===== config.mk =====
export PLATFORM = sky130hd
export DESIGN_NAME = spi_peripheral
export DESIGN_NICKNAME = d
export VERILOG_FILES = /design/src/rtl/spi_peripheral.sv
export SDC_FILE = /design/constraint.sdc
export NUM_CORES = 1
export LEC_CHECK = 0
export CELL_PAD_IN_SITES_DETAIL_PLACEMENT = 1
export CELL_PAD_IN_SITES_GLOBAL_PLACEMENT = 2
export CORE_MARGIN = 8
export CORE_UTILIZATION = 49
export CTS_BUF_LIST = sky130_fd_sc_hd__clkbuf_4
export DETAILED_ROUTE_END_ITERATION = 10
export DONT_BUFFER_PORTS = 1
export PLACE_DENSITY_LB_ADDON = 0.3
export SYNTH_ARGS = -nofsm -noshare
export SYNTH_HDL_FRONTEND = slang
export SYNTH_SLANG_ARGS = --single-unit

===== constraint.sdc =====
create_clock -name i_clk -period 4.42 [get_ports i_clk]
set_clock_uncertainty 0.05 [all_clocks]
set_input_delay 0.663 -clock i_clk [delete_from_list [all_inputs] [get_ports i_clk]]
set_output_delay 0.663 -clock i_clk [all_outputs]
set_load 0.02 [all_outputs]

===== src/rtl/spi_peripheral.sv =====
// SPI mode-0 responder: oversamples SCLK/CS_n/MOSI in the i_clk domain, deserialises MOSI into words
// and serialises MISO from a one-deep TX holding buffer.
`timescale 1ns/1ps
module spi_peripheral #(
  parameter int WIDTH       = 8,
  parameter int SYNC_STAGES = 2
) (
  input  logic             i_clk,
  input  logic             i_rst_n,
  input  logic             i_sclk,
  input  logic             i_cs_n,
  input  logic             i_mosi,
  output logic             o_miso,
  output logic             o_miso_en,
  input  logic [WIDTH-1:0] i_tx_data,
  input  logic             i_tx_valid,
  output logic             o_tx_ready,
  output logic [WIDTH-1:0] o_rx_data,
  output logic             o_rx_valid,
  output logic             o_busy,
  output logic             o_underrun
);

  localparam int CNT_W = (WIDTH > 2) ? $clog2(WIDTH) : 1;

  typedef enum logic [1:0] {
    ST_IDLE  = 2'd0,
    ST_LOAD  = 2'd1,
    ST_SHIFT = 2'd2
  } state_e;

  state_e                 state_q, state_d;
  logic [SYNC_STAGES-1:0] sclk_sync_q, sclk_sync_d;
  logic [SYNC_STAGES-1:0] cs_sync_q, cs_sync_d;
  logic [SYNC_STAGES-1:0] mosi_sync_q, mosi_sync_d;
  logic                   sclk_hist_q, sclk_hist_d;
  logic                   cs_hist_q, cs_hist_d;
  logic [CNT_W-1:0]       bit_cnt_q, bit_cnt_d;
  logic [WIDTH-1:0]       tx_shift_q, tx_shift_d;
  logic [WIDTH-1:0]       rx_shift_q, rx_shift_d;
  logic [WIDTH-1:0]       rx_data_q, rx_data_d;
  logic [WIDTH-1:0]       buf_q, buf_d;
  logic                   buf_full_q, buf_full_d;
  logic                   tx_ready_q, tx_ready_d;
  logic                   rx_valid_q, rx_valid_d;
  logic                   underrun_q, underrun_d;
  logic                   miso_q, miso_d;
  logic                   miso_en_q, miso_en_d;
  logic                   busy_q, busy_d;

  logic sclk_s, cs_s, mosi_s;
  logic sclk_rise_s, sclk_fall_s, cs_fall_s, cs_rise_s;
  logic consume_s, load_s;

  // Synchroniser shift and edge detection against one history flop.
  always_comb begin
    sclk_sync_d = {sclk_sync_q[SYNC_STAGES-2:0], i_sclk};
    cs_sync_d   = {cs_sync_q[SYNC_STAGES-2:0], i_cs_n};
    mosi_sync_d = {mosi_sync_q[SYNC_STAGES-2:0], i_mosi};
    sclk_s      = sclk_sync_q[SYNC_STAGES-1];
    cs_s        = cs_sync_q[SYNC_STAGES-1];
    mosi_s      = mosi_sync_q[SYNC_STAGES-1];
    sclk_hist_d = sclk_s;
    cs_hist_d   = cs_s;
    sclk_rise_s = sclk_s & ~sclk_hist_q;
    sclk_fall_s = ~sclk_s & sclk_hist_q;
    cs_fall_s   = ~cs_s & cs_hist_q;
    cs_rise_s   = cs_s & ~cs_hist_q;
  end

  // Frame FSM: next state, shift registers, bit counter and status pulses.
  always_comb begin
    state_d    = state_q;
    bit_cnt_d  = bit_cnt_q;
    tx_shift_d = tx_shift_q;
    rx_shift_d = rx_shift_q;
    rx_data_d  = rx_data_q;
    rx_valid_d = 1'b0;
    underrun_d = 1'b0;
    miso_en_d  = miso_en_q;
    consume_s  = 1'b0;
    case (state_q)
      ST_IDLE: begin
        miso_en_d  = 1'b0;
        bit_cnt_d  = '0;
        tx_shift_d = '0;
        if (cs_fall_s) begin
          state_d = ST_LOAD;
        end else begin
          state_d = ST_IDLE;
        end
      end
      ST_LOAD: begin
        if (cs_rise_s) begin
          state_d    = ST_IDLE;
          miso_en_d  = 1'b0;
          tx_shift_d = '0;
        end else begin
          consume_s  = 1'b1;
          tx_shift_d = buf_full_q ? buf_q : '0;
          underrun_d = ~buf_full_q;
          bit_cnt_d  = '0;
          rx_shift_d = '0;
          miso_en_d  = 1'b1;
          state_d    = ST_SHIFT;
        end
      end
      ST_SHIFT: begin
        // CS_n deassertion takes priority over any SCLK edge seen in the same cycle.
        if (cs_rise_s) begin
          state_d    = ST_IDLE;
          bit_cnt_d  = '0;
          miso_en_d  = 1'b0;
          tx_shift_d = '0;
          rx_shift_d = '0;
        end else if (sclk_rise_s) begin
          rx_shift_d = {rx_shift_q[WIDTH-2:0], mosi_s};
          if (bit_cnt_q == CNT_W'(WIDTH - 1)) begin
            rx_data_d  = {rx_shift_q[WIDTH-2:0], mosi_s};
            rx_valid_d = 1'b1;
            bit_cnt_d  = '0;
          end else begin
            bit_cnt_d = bit_cnt_q + CNT_W'(1);
          end
        end else if (sclk_fall_s) begin
          if (bit_cnt_q == CNT_W'(0)) begin
            consume_s  = 1'b1;
            tx_shift_d = buf_full_q ? buf_q : '0;
            underrun_d = ~buf_full_q;
          end else begin
            tx_shift_d = {tx_shift_q[WIDTH-2:0], 1'b0};
          end
        end else begin
          state_d = ST_SHIFT;
        end
      end
      default: begin
        state_d    = ST_IDLE;
        bit_cnt_d  = '0;
        miso_en_d  = 1'b0;
        tx_shift_d = '0;
      end
    endcase
  end

  // TX holding buffer: a word loaded in the same cycle as an empty-buffer consume waits for the next frame.
  always_comb begin
    load_s = i_tx_valid & tx_ready_q;
    if (consume_s & buf_full_q) begin
      buf_full_d = 1'b0;
    end else begin
      buf_full_d = buf_full_q;
    end
    if (load_s) begin
      buf_d      = i_tx_data;
      buf_full_d = 1'b1;
    end else begin
      buf_d = buf_q;
    end
    tx_ready_d = ~buf_full_d;
    miso_d     = miso_en_d & tx_shift_d[WIDTH-1];
    busy_d     = ~cs_sync_q[SYNC_STAGES-2];
  end

  // Input synchronisers and edge history, reset to the idle bus levels.
  always_ff @(posedge i_clk or negedge i_rst_n) begin
    if (!i_rst_n) begin
      sclk_sync_q <= '0;
      cs_sync_q   <= {SYNC_STAGES{1'b1}};
      mosi_sync_q <= '0;
      sclk_hist_q <= 1'b0;
      cs_hist_q   <= 1'b1;
    end else begin
      sclk_sync_q <= sclk_sync_d;
      cs_sync_q   <= cs_sync_d;
      mosi_sync_q <= mosi_sync_d;
      sclk_hist_q <= sclk_hist_d;
      cs_hist_q   <= cs_hist_d;
    end
  end

  // Frame state, shift registers, buffer and registered outputs.
  always_ff @(posedge i_clk or negedge i_rst_n) begin
    if (!i_rst_n) begin
      state_q    <= ST_IDLE;
      bit_cnt_q  <= '0;
      tx_shift_q <= '0;
      rx_shift_q <= '0;
      rx_data_q  <= '0;
      buf_q      <= '0;
      buf_full_q <= 1'b0;
      tx_ready_q <= 1'b1;
      rx_valid_q <= 1'b0;
      underrun_q <= 1'b0;
      miso_q     <= 1'b0;
      miso_en_q  <= 1'b0;
      busy_q     <= 1'b0;
    end else begin
      state_q    <= state_d;
      bit_cnt_q  <= bit_cnt_d;
      tx_shift_q <= tx_shift_d;
      rx_shift_q <= rx_shift_d;
      rx_data_q  <= rx_data_d;
      buf_q      <= buf_d;
      buf_full_q <= buf_full_d;
      tx_ready_q <= tx_ready_d;
      rx_valid_q <= rx_valid_d;
      underrun_q <= underrun_d;
      miso_q     <= miso_d;
      miso_en_q  <= miso_en_d;
      busy_q     <= busy_d;
    end
  end

  assign o_miso     = miso_q;
  assign o_miso_en  = miso_en_q;
  assign o_tx_ready = tx_ready_q;
  assign o_rx_data  = rx_data_q;
  assign o_rx_valid = rx_valid_q;
  assign o_busy     = busy_q;
  assign o_underrun = underrun_q;

endmodule


==> results.cfg <==
[critical_path]
start_kind = flop
worst_ep_required_time_ps = 4680
cp.arrival_ps = 2250
r2r_setup_slack_ps = 2430
critPathMaxFanout = 12
path_class = flop to flop
cp-end-kind = flop

[sta]
slew-limit-headroom_pct = 62.9
drv_slew = 0
grt_setup_unrepaired = no
tns_ps = 0
setup_viol = 0
finalCritPeriodShare_pct = 45.0
fmax_ghz = 0.503
min_period_ps = 1990
finalHoldViolCount = 0
worst_pin_slew_ps = 552

[clocking]
ctsResizeCount = 0
cts-root-buf = clkbuf_4
worstSkewPairLatency_ps = 360
ctsHtreeMaxLevel = 2
cts_sinks = 51
numCtsBuffers = 5
clockBufferDepth = 2
cts_tree = yes
clk_pin_slew_ps = 140

[synth]
synth.most_common_cell = dfrtp_1
synth_common_cells = dfrtp_1, inv_1, mux2_2
syn_inst = 150
syn-num-nets = 171
synth_enable_flop_cells = 0
ys_seq_area_share_pct = 59.3
synth_top_area_share_pct = 54.5
ys_seq_elements = 51
synth_area_um2 = 2160
async_flop_share_pct = 100
postSynthAreaPerCell_um2 = 14.4
ys_warn_count = 0
synthFlopType = dfrtp_1
yosysUniqueCellTypes = 36
yosys.area.top_type = dfrtp_1
synthTopCellsByArea = dfrtp_1, mux2_4, dfstp_2

[pwr]
ir_worst_vdd_mv = 0.241
power.leakage_nw = 1.10
pwr-share-comb_pct = 26.8
switchingPower_w = 0.000373
pwr-share-clk_pct = 18.7
swShare_pct = 33.5
pwr-share-seq_pct = 54.5
power_density_nw_per_um2 = 484
intPower_w = 0.000739

[job]
maxCapViolations = 0

[floorplan]
io_pins = 28
start_util_pct = 50.3
row_count = 24
die_area_um2 = 6790
die_y_um = 82.4
core-area_um2 = 4290
fp.dieW_um = 82.4

[routing]
drc_errors = 0
drtIter0Drc = 82
via_count = 1209
drt-pass1-iter-count = 4
drt-vias-per-instance = 5.76
wl_um = 4120
ant_nets = 0
routedWlPerCell_um = 19.6

[hold_path]
hp-class = primary input to asynchronous set/reset pin

[placed_design]
place_hpwl_um = 2880
numPortBuffers = 0
place.gp.congestion = 0.776
postPlaceCellArea_um2 = 2210
dp_cells = 201

[run_status]
outcome = finished, final reports clean

[global_routing]
grt.overflow.total = 0
grt_max_degree = 48
antenna_found_initial = 0
grt_first_pass_wirelength_um = 6640
grt_use_total_pct = 12.9
grt_pass1_vias = 1306

[finish]
final_cells = 210
synthToLayoutAreaGrowth_pct = 6.43
antenna_cells = 0
layout-drive-gt1-share_pct = 26.6
final_area_um2 = 2300
final_nets = 178
path summary, 6_finish.rpt:
kind                            depth (start not counted)             end            from
worst max register to register                          5   tx_shift_q[1]      state_q[0]
max in group asynchronous                               1     sclk_hist_q         i_rst_n
worst min-delay path                                    0      o_tx_ready         i_rst_n
worst max-delay path                                    5   tx_shift_q[1]      state_q[0]
worst min register to register                          0  sclk_sync_q[1]  sclk_sync_q[0]
min in group i_clk                                      0    cs_sync_q[0]          i_cs_n
sequential cells by signal (all words and copies together) (netlist names):
name,count
bit_cnt_q,3
buf_full_q,1
buf_q,8
cs_hist_q,1
cs_sync_q,2
mosi_sync_q,2
o_busy,1
o_miso,1
o_miso_en,1
o_rx_data,8
o_rx_valid,1
o_tx_ready,1
o_underrun,1
rx_shift_q,7
sclk_hist_q,1
sclk_sync_q,2
state_q,2
tx_shift_q,8
power by group through the flow:
stage               registers [W]  clock network, W  logic (W)
floorplan                0.000597                 0   0.000245
global route             0.000618          0.000235   0.000330
CTS                      0.000607          0.000216   0.000305
global placement         0.000612                 0   0.000275
finish                   0.000606          0.000208   0.000298
detailed placement       0.000616                 0   0.000291
routing by layer:
layer | track usage, % | routed length (um) | up-vias | share of wire [%]
li1 | - | - | 553 | -
met4 | 5.61 | 88 | 0 | 2.1
met2 | 21.0 | 2000 | 31 | 49
met5 | 0 | 0 | - | 0
met3 | 4.55 | 280 | 7 | 6.8
met1 | 15.1 | 1740 | 618 | 42
through the flow:
stage / hold slack (ps) / utilization (%) / setup slack (ps) / total power, W
after detailed placement: 288 / 51.5 / 2430 / 0.000908
after floorplan: 281 / - / 2750 / 0.000842
after global placement: 284 / 51.5 / 2560 / 0.000887
after global routing: 21.7 / 53.5 / 2300 / 0.00118
final: 65.8 / 53.5 / 2430 / 0.00111
after CTS: 52.4 / 53.5 / 2400 / 0.00113
critical path, stage by stage, from the launching register on:
cell	delay, ps
dfrtp_1	430
inv_1	110
ha_1	450
a21oi_2	130
a2111oi_4	530
a221o_1	250
cells by family (layout without fill, tap and decap cells):
logic type / after synthesis / count (layout) / synth area share [%]
muxes: 20 / 20 / 11.6
adders and majority gates: 7 / 7 / 4.06
and+or+nand+nor: 35 / 35 / 11.6
buffers and inverters: 10 / 18 / 2.09
AOI/OAI and AO/OA: 27 / 27 / 11.2
DFF: 51 / 51 / 59.3
cells in the final DEF (no fill, tap or decap), drive strengths merged:
cell,count
and2,9
nor2,5
nand3,2
nor3,2
inv,9
dfstp,4
mux2i,3
a2111oi,1
a31oi,1
buf,1
and2b,2
a32o,1
mux2,17
clkbuf,5
nand4b,1
nand2b,2
o21ai,5
nor4,1
a221o,7
dfrtp,47
or4bb,1
clkinvlp,1
nor2b,3
nand3b,1
nand2,6
o211a,1
a22o,9
clkinv,2
a21oi,2
ha,7
final cells by class:
cell class              instances  area (um2)
repair buffers                  1        27.5
inverters                       9        33.8
well taps                      52        65.1
clock inverters                 3        20.0
multi-input cells              89         833
fillers                       438        2000
clock buffers                   5        37.5
flip-flops and latches         51        1280
repair_timing:
action                    in CTS  in global routing
setup buffers                  0                  0
hold buffers                   1                  0
hold endpoints to repair      47                  0
Note: power is estimated with default switching activity, not from simulation.
